File: config.mk
export PLATFORM = sky130hd
export DESIGN_NAME = rob_nwide
export DESIGN_NICKNAME = d
export VERILOG_FILES = /design/src/rtl/rob_pkg.sv /design/src/rtl/rob_retire_select.sv /design/src/rtl/rob_nwide.sv
export SDC_FILE = /design/constraint.sdc
export NUM_CORES = 1
export LEC_CHECK = 0
export ABC_AREA = 1
export CAP_MARGIN = 20
export CORE_MARGIN = 2
export CORE_UTILIZATION = 25
export DETAILED_ROUTE_END_ITERATION = 12
export GPL_TIMING_DRIVEN = 0
export PLACE_DENSITY_LB_ADDON = 0.08
export SLEW_MARGIN = 20
export SYNTH_ARGS = -nofsm -noshare
export SYNTH_HDL_FRONTEND = slang
export SYNTH_SLANG_ARGS = --single-unit
File: constraint.sdc
create_clock -name clk -period 9 [get_ports clk]
set_input_delay 0.9 -clock clk [delete_from_list [all_inputs] [get_ports clk]]
set_output_delay 0.9 -clock clk [all_outputs]
set_load 0.005 [all_outputs]
File: src/rtl/rob_pkg.sv
// Shared types and writeback-bus field layout for the reorder buffer.
package rob_pkg;

   localparam int unsigned BUS_VALID  = 38;
   localparam int unsigned BUS_RES_HI = 37;
   localparam int unsigned BUS_RES_LO = 6;
   localparam int unsigned BUS_TAG_HI = 5;
   localparam int unsigned BUS_TAG_LO = 0;
   localparam int unsigned BUS_WIDTH  = 39;

   // Entry field widths; the bus tag field bounds the physical tag width.
   localparam int unsigned TAG_W    = BUS_TAG_HI - BUS_TAG_LO + 1;
   localparam int unsigned ENT_PC_W = 12;

   typedef struct packed {
      logic                valid;
      logic                done;
      logic                has_dest;
      logic [TAG_W-1:0]    rd;
      logic [TAG_W-1:0]    rd_old;
      logic [ENT_PC_W-1:0] pc;
   } rob_entry_t;

endpackage

File: src/rtl/rob_retire_select.sv
// Picks the in-order retirable prefix from a head-rotated ready vector.
module rob_retire_select
   import rob_pkg::*;
#(
   parameter int unsigned RETIRE_W = 2,
   parameter int unsigned CNT_W    = 5
) (
   input  logic [RETIRE_W-1:0] rdy_i,
   input  logic [CNT_W-1:0]    count_i,
   output logic [RETIRE_W-1:0] mask_o,
   output logic [2:0]          num_o
);

   logic run;

   always_comb begin
      run    = 1'b1;
      mask_o = '0;
      num_o  = '0;
      // First not-ready slot blocks every younger slot.
      for (int unsigned i = 0; i < RETIRE_W; i++) begin
         run       = run & rdy_i[i] & (CNT_W'(i) < count_i);
         mask_o[i] = run;
         num_o     = num_o + 3'(run);
      end
   end

endmodule

File: src/rtl/rob_nwide.sv
// N-wide reorder buffer: dispatch, multi-bus writeback, in-order retire.
// Optional macro ROB_FLUSH_EN adds a flush port that empties the buffer.
module rob_nwide
   import rob_pkg::*;
#(
   parameter int unsigned DEPTH    = 16,
   parameter int unsigned RETIRE_W = 2,
   parameter int unsigned NUM_BUS  = 3,
   parameter int unsigned PREG_W   = 6,
   parameter int unsigned PC_W     = 12,
   parameter int unsigned PTR_W    = $clog2(DEPTH)
) (
   input  logic                       clk,
   input  logic                       rst,
   input  logic                       disp_valid,
   output logic                       disp_ready,
   input  logic [PREG_W-1:0]          disp_rd,
   input  logic [PREG_W-1:0]          disp_rd_old,
   input  logic [PC_W-1:0]            disp_pc,
   input  logic                       disp_has_dest,
   output logic [PTR_W-1:0]           rob_num,
   input  logic [NUM_BUS*BUS_WIDTH-1:0] bus,
   output logic [RETIRE_W-1:0]        ret_valid,
   output logic [RETIRE_W-1:0]        ret_has_dest,
   output logic [RETIRE_W*PREG_W-1:0] ret_rd_old,
   output logic [RETIRE_W*PC_W-1:0]   ret_pc,
`ifdef ROB_FLUSH_EN
   input  logic                       flush,
`endif
   output logic [PTR_W:0]             count
);

   rob_entry_t           ent_q [DEPTH];
   rob_entry_t           ent_d [DEPTH];
   logic [PTR_W-1:0]     head_q, head_d, tail_q, tail_d;
   logic [PTR_W:0]       count_q, count_d;
   logic [BUS_WIDTH-1:0] bus_w [NUM_BUS];
   logic [RETIRE_W-1:0]  rdy, ret_mask;
   logic [2:0]           ret_num;
   logic                 fire, hit;
   logic                 unused_bus;

   assign unused_bus = ^bus;

   for (genvar k = 0; k < NUM_BUS; k++) begin : g_bus
      assign bus_w[k] = bus[k*BUS_WIDTH +: BUS_WIDTH];
   end

   for (genvar i = 0; i < RETIRE_W; i++) begin : g_slot
      rob_entry_t e;
      assign e       = ent_q[head_q + PTR_W'(i)];
      assign rdy[i]  = e.valid & e.done;
      assign ret_has_dest[i]               = e.has_dest;
      assign ret_rd_old[i*PREG_W +: PREG_W] = PREG_W'(e.rd_old);
      assign ret_pc[i*PC_W +: PC_W]         = PC_W'(e.pc);
   end

   rob_retire_select #(
      .RETIRE_W (RETIRE_W),
      .CNT_W    (PTR_W + 1)
   ) u_sel (
      .rdy_i   (rdy),
      .count_i (count_q),
      .mask_o  (ret_mask),
      .num_o   (ret_num)
   );

   assign disp_ready = count_q < (PTR_W+1)'(DEPTH);
   assign fire       = disp_valid & disp_ready;
   assign rob_num    = tail_q;
   assign count      = count_q;
`ifdef ROB_FLUSH_EN
   assign ret_valid  = flush ? '0 : ret_mask;
`else
   assign ret_valid  = ret_mask;
`endif

   always_comb begin
      ent_d   = ent_q;
      head_d  = head_q + PTR_W'(ret_num);
      tail_d  = tail_q;
      count_d = count_q + (PTR_W+1)'(fire) - (PTR_W+1)'(ret_num);
      hit     = 1'b0;
      for (int unsigned e = 0; e < DEPTH; e++) begin
         hit = 1'b0;
         for (int unsigned k = 0; k < NUM_BUS; k++)
            if (bus_w[k][BUS_VALID] && bus_w[k][BUS_TAG_HI:BUS_TAG_LO] == ent_q[e].rd)
               hit = 1'b1;
         if (ent_q[e].valid && ent_q[e].has_dest && !ent_q[e].done && hit)
            ent_d[e].done = 1'b1;
      end
      for (int unsigned i = 0; i < RETIRE_W; i++)
         if (ret_mask[i]) begin
            ent_d[head_q + PTR_W'(i)].valid = 1'b0;
            ent_d[head_q + PTR_W'(i)].done  = 1'b0;
         end
      // The tail slot is never valid when dispatch fires, so it cannot match a bus.
      if (fire) begin
         ent_d[tail_q] = '{valid: 1'b1, done: !disp_has_dest, has_dest: disp_has_dest,
                           rd: TAG_W'(disp_rd), rd_old: TAG_W'(disp_rd_old),
                           pc: ENT_PC_W'(disp_pc)};
         tail_d = tail_q + PTR_W'(1);
      end
`ifdef ROB_FLUSH_EN
      if (flush) begin
         for (int unsigned e = 0; e < DEPTH; e++) begin
            ent_d[e].valid = 1'b0;
            ent_d[e].done  = 1'b0;
         end
         head_d  = '0;
         tail_d  = '0;
         count_d = '0;
      end
`endif
   end

   always_ff @(posedge clk) begin
      if (!rst) begin
         for (int unsigned e = 0; e < DEPTH; e++) ent_q[e] <= '0;
         head_q  <= '0;
         tail_q  <= '0;
         count_q <= '0;
      end else begin
         ent_q   <= ent_d;
         head_q  <= head_d;
         tail_q  <= tail_d;
         count_q <= count_d;
      end
   end

endmodule

After elaboration in Yosys (flattened, before gate mapping)

Cells that the tools add are included.
Widths: inputs -> output; s select.

$add $sub $neg: 6
$mul: 0
Divide/modulo/power cells: 0
Magnitude comparators: 9
Eq/ne operators: 48
Shift operators: 0
Muxes and demuxes: 88
Bitwise gates (word level): 9
Reductions and logical operators: 116

Operators with widths:

| cell                | count |
|---|---|
| $bwmux 432          | 5 |
| $mux 432            | 3 |
| $demux 27 s4        | 5 |
| $eq 6x6->1          | 48 |
| $bmux 27 s4         | 2 |
| $mux 27             | 7 |
| $logic_and 1x1->1   | 99 |
| $mux 1              | 64 |
| $mux 26             | 2 |
| $logic_not 1->1     | 17 |
| $ge 5x5->1 const B  | 3 |
| $lt 5x1->1 const B  | 3 |
| $not 4->5           | 3 |
| $lt 1x5->1 const A  | 2 |
| $add 4x1->4 const B | 2 |
| $and 1x1->1         | 6 |
| $add 5x1->5         | 1 |
| $lt 5x5->1 const B  | 1 |
| $sub 5x3->5         | 1 |
| $add 4x3->4         | 1 |
| $add 1x1->2         | 1 |

Register bits: 445
Bits in latches: 0
Memory bits (writable): 0
Memory bits (read-only): 0
Bits of input ports: 145
Output and inout bits: 50
Logic and storage cells: 375
Memories kept: 0

Depth between registers and ports, before layout

Depth after elaboration: 15
Gate-level depth with buffers: 23
Mapped depth without buffers: 20

Cells and area by module

From an unflattened synthesis, not the netlist that was laid out.

Cells, all modules: 4,268
Area total of the unflattened synthesis: 26,106.3 µm²

Modules (own cells, without submodules):

| module            | instances | cells each | area an instance (µm²) |
|---|---|---|---|
| rob_nwide         | 1         | 4,256      | 26,043.7 |
| rob_retire_select | 1         | 12         | 62.6 |

Worst setup path before layout

No wires, ideal clock.

Kind: register to register
Start point: register head_q[0]
End point: register count_q[4] (netlist: count[4])
Library setup time: 125 ps
Data arrival time: 3,966 ps
Data required time: 8,875 ps
Path slack: 4,909 ps
Cell stages (with the launch flop): 24
Buffers on the path: 5
Path through: dfxtp_1 -> inv_2 -> buf_6 -> buf_2 -> buf_2 -> clkbuf_1 -> ha_1 -> inv_1 -> buf_2 -> nand3_1 -> nand3_1 -> nand3_1 -> nand2_1 -> nor3_1 -> ha_1 -> ha_1 -> inv_1 -> ha_1 -> inv_1 -> fa_1 -> nor3_1 -> a211oi_1 -> o21ai_0 -> a21oi_1

Longest elaborated chain between the ends: 10
Elaborated cells on any way between the ends: 16

RTL lines:

| item                                                           | RTL line                                 | RTL |
|---|---|---|
| from (decl)                                                    | rob_nwide.sv:35                          | `logic [PTR_W-1:0] head_q, head_d, tail_q, tail_d;` |
| from (signal assigned)                                         | rob_nwide.sv:120                         | `head_q <= '0;` |
| from (signal assigned)                                         | rob_nwide.sv:125                         | `head_q <= head_d;` |
| $add 4x1->4 or $not 4->5 (tied branches)                       | rob_nwide.sv:51                          | `assign e = ent_q[head_q + PTR_W'(i)];` |
| $not 4->5 (not written as such) or $bmux 27 s4 (tied branches) | rob_nwide.sv:51                          |  |
| $bmux 27 s4 or $mux 27 (tied branches)                         | rob_nwide.sv:51                          |  |
| $mux 27 (not written as such)                                  | rob_nwide.sv:51                          |  |
| $mux 27 (not written as such) or $and 1x1->1 (tied branches)   | rob_nwide.sv:51, rob_nwide.sv:52         |  |
| $and 1x1->1 (on tied branches)                                 | rob_nwide.sv:52, rob_retire_select.sv:22 |  |
| $and 1x1->1 (*) (2 in series)                                  | rob_retire_select.sv:22                  | `run = run & rdy_i[i] & (CNT_W'(i) < count_i);` |
| named net u_sel.run                                            | rob_retire_select.sv:14                  | `logic run;` |
| $add 1x1->2 (*)                                                | rob_retire_select.sv:24                  | `num_o = num_o + 3'(run);` |
| $sub 5x3->5 (*)                                                | rob_nwide.sv:82                          | `count_d = count_q + (PTR_W+1)'(fire) - (PTR_W+1)'(ret_num);` |
| to (signal assigned)                                           | rob_nwide.sv:127                         | `count_q <= count_d;` |
| to (decl)                                                      | rob_nwide.sv:36                          | `logic [PTR_W:0] count_q, count_d;` |

Mark *: on every way through the listed nets, which the timed path passes. The rest lies on a longest branch. The select of a mux whose other input is x is not followed.
A chain may end at the register's enable or synchronous reset.

Worst setup path in the final report

Start point: register head_q[0]
End point: output ret_pc[16]

Longest elaborated chain between the ends: 5

RTL lines:

| item                                        | RTL line        | RTL |
|---|---|---|
| $add 4x1->4                                 | rob_nwide.sv:51 |  |
| $not 4->5 (not written as such)             | rob_nwide.sv:51 |  |
| $bmux 27 s4                                 | rob_nwide.sv:51 |  |
| $mux 27 (not written as such) (2 in series) | rob_nwide.sv:51 |  |
| to (decl)                                   | rob_nwide.sv:26 | `output logic [RETIRE_W*PC_W-1:0] ret_pc,` |

No other way between the ends. The select of a mux whose other input is x is not followed.

==> metrics.md <==
| Metric | Value |
|---|---|
| Outcome | `finished, final reports clean` |
| Fin. max-slew vios | `0` |
| Worst-margin pin slew | `1230 ps` |
| CTS buffer count | `57` |
| Clock tree sinks | `around 450` |
| CTS root buf | `clkbuf_16` |
| I/O pins | `195` |
| Die area | `~110,000 µm²` |
| Slowest cell on the critical path | `clkbuf_1` |
| Total congestion overflow | `0` |
| Total track usage | `0.310` |
| Final Skew | `26.9 ps` |
| Max-Cap Viols | `0` |
| Die Height | `~330 µm` |
| Layout Nets | `4,642` |
| Worst path required time | `8100 ps` |
| Synth Instances | `4,334` |
| Post-synthesis cell type count | `38` |
| Reg clk slew, reported paths | `roughly 60 ps` |
| Leak | `11.5 nW` |
| Critical path launch point type | `flip-flop` |
| Post-CTS setup buffer count | `0` |
| WL met2 | `75,500 µm` |
| ANT nets after route | `0` |
| Number of remaining DRC errors | `0` |
| GPL Wtd Cong | `~0.99` |
| Critical Path Sink Type | `output pin` |
| Cts repair resizes | `0` |
| Via density | `5.36` |
| Vias after detailed routing | `around 32,000` |
| I/O Buffers | `81` |
| Routed Wire Length | `roughly 170,000 µm` |
| Period utilization | `0.807` |
| Critical-path cell list | `inv_2 -> buf_6 -> buf_2 -> buf_2 -> clkbuf_1 -> ha_1 -> clkbuf_1 -> clkbuf_1 -> a21oi_1 -> o21ai_0 -> a21oi_1 -> nor2_1 -> nand2_1 -> clkdlybuf4s50_1` |
| Total power | `0.00611 W` |
| Global-route wire length before repair | `238,000 µm` |
| Fmax | `138 MHz` |
| Hpwl dp | `between 100,000 and 150,000 µm` |
| Peak supply drop | `0.131 mV` |
| Worst-Skew Late Latency | `690 ps` |
| CTS HTree Levels | `2` |
| Finished Core Util | `0.295` |
| Number of global-route vias before repair | `29,882` |
| Detailed Routing Iterations Pass 1 | `6` |
| Yosys reg bits | `445` |
| Hold-fix buffers at CTS | `0` |
| CTS tree | `yes` |
| Met3 wire len | `11,900 µm` |
| RSZ-0062 raised after global routing | `false` |
| Die X | `331 µm` |
| Max Fanout on Critical Path | `12` |
| WL/cell | `29.4 µm` |
| Data arrival, critical path | `6360 ps` |
| Power Density | `196 nW/µm²` |
| Minimum clock period | `7260 ps` |
| Share of cells above drive strength 1 | `0.0560` |
| Core Rows | `roughly 120` |
| Met1 WL | `approximately 73,000 µm` |
| Kind of critical path | `flip-flop to output pin` |
| Sequential area share after synthesis | `0.333` |
| Cell mode on critical path | `clkbuf_1` |
| Max Used Layer | `met5` |
| Mapped Area | `26,700 µm²` |
| Initial Utilization | `0.253` |
| Pin count of the biggest net entering global routing | `16` |
| Final hold viol count | `0` |
| Worst relative slew slack | `0.181` |
| Syn Area/Cell | `6.17 µm²` |
| Hold Path Class | `flip-flop to flip-flop` |
| Initial antenna violation count | `7` |
| Syn. warnings | `0` |
| Drt first-iter violations | `3,475` |
| Core Footprint | `106,000 µm²` |
| Crit-path max cell delay | `720 ps` |
| Area growth syn-to-layout | `16.8%` |
| Filler cell count | `between 10,000 and 15,000` |
| Post-synthesis net count | `4,502` |
| Sum of negative setup slack | `0 ps` |
| Final setup viols | `0` |
| Max Buffers Root-to-Sink | `3` |
[sequential cells by signal, indices dropped and copies added, names as in the netlist]
| signal | count |
|---|---|
| count | 5 |
| ent_q | 432 |
| head_q | 4 |
| rob_num | 4 |
[where the power goes]
group / internal, W / switching, W
Clock: 0.00141 / 0.00106
Combinational: 0.000436 / 0.00110
Sequential: 0.00205 / 0.0000616
[cell usage after synthesis]
library cell / n / share of area
nor3_1: 33 / 0.0062
o21ai_2: 3 / 0.00098
inv_2: 13 / 0.0018
nand2_8: 1 / 0.00075
xor2_1: 20 / 0.0066
nand3b_1: 12 / 0.0034
buf_2: 68 / 0.013
inv_1: 361 / 0.051
buf_1: 30 / 0.0042
buf_6: 12 / 0.0051
nor2_2: 3 / 0.00070
nand2_4: 1 / 0.00042
nand3_1: 110 / 0.021
ha_1: 21 / 0.0098
clkbuf_2: 1 / 0.00019
nor2_4: 1 / 0.00042
buf_8: 1 / 0.00056
nor2_1: 526 / 0.074
buf_4: 5 / 0.0014
o211ai_1: 32 / 0.0090
nor2_8: 1 / 0.00075
clkinv_1: 17 / 0.0024
a211oi_1: 1 / 0.00028
nand2_2: 4 / 0.00094
o22ai_1: 15 / 0.0035
xnor2_4: 1 / 0.0010
nand4_1: 68 / 0.016
a311o_1: 1 / 0.00037
xnor2_1: 2 / 0.00066
xor2_2: 1 / 0.00061
dfxtp_1: 445 / 0.33
nand3_2: 22 / 0.0082
clkbuf_1: 222 / 0.031
fa_1: 2 / 0.0015
nand2_1: 825 / 0.12
o21ai_0: 853 / 0.16
a21oi_1: 583 / 0.11
a21oi_2: 17 / 0.0056
[worst max-delay path: cells and delay by family, from the launching register on]
kind / cells / cell delay [ps]
fa+ha+maj: 1 / 420
simple gates: 2 / 390
compound gates: 3 / 1040
flops: 1 / 410
buf+inv: 8 / 3380
[final cells by class]
type	instances	area, µm²	share of cell area
Antenna cell	2	5.00	0.000160
Buffer	339	1490	0.0475
Clock buffer	84	1690	0.0540
Clock inverter	20	250	0.00801
Inverter	391	1470	0.0470
Multi-Input combinational cell	3159	14900	0.476
Sequential cell	445	8910	0.285
Tap cell	1391	1740	0.0557
Timing Repair Buffer	81	811	0.0260
[metal layers]
layer  vias up  GRT usage
met2      1531      0.480
met3       429     0.0378
met5         -          0
met1     15129      0.403
li1      14577          -
met4         2      0.214
[cell usage in the layout, fill, tap and decap left out, drive strengths merged]
master         instances
a211oi                 1
a21oi                600
a311o                  1
buf                  116
bufinv                 4
clkbuf               307
clkdlybuf4s50         81
clkinv                29
clkinvlp               4
dfxtp                445
diode                  2
fa                     2
ha                    21
inv                  374
nand2                831
nand3                132
nand3b                12
nand4                 68
nor2                 531
nor3                  33
o211ai                32
o21ai                856
o22ai                 15
xnor2                  3
xor2                  21
[final timing paths]
| check | startpoint | end | slack (ps) | depth (start not counted) |
|---|---|---|---|---|
| max reg2reg | head_q[0] | count[4] | 2760 | 22 |
| min | ent_q[332] | ent_q[332] | 480 | 2 |
| min reg2reg | ent_q[332] | ent_q[332] | 480 | 2 |
| max | head_q[0] | ret_pc[16] | 1740 | 14 |
[through the flow]
step           std cells  hold slack (ps)  area (µm²)  setup slack [ps]
2_1_floorplan       4334              444       26700              4910
3_3_place_gp        5806              462       29300              2720
3_5_place_dp        5806              466       29300              2730
4_1_cts             5910              476       31200              1970
5_1_grt             5910              498       31200              1710
6_report            5912              477       31200              1740
[cells by family (layout without fill, tap and decap cells)]
logic type               Yosys count  after routing  synth area share
AND/OR/NAND/NOR                 1607           1607             0.248
AO/OA/AOI/OAI                   1505           1505             0.289
buffers and inverters            730            915             0.110
flip-flops                       445            445             0.333
XOR/XNOR                          24             24           0.00885
adder cells (fa/ha/maj)           23             23            0.0113
other                              0              2                 0
(Power assumes the default switching activity.)
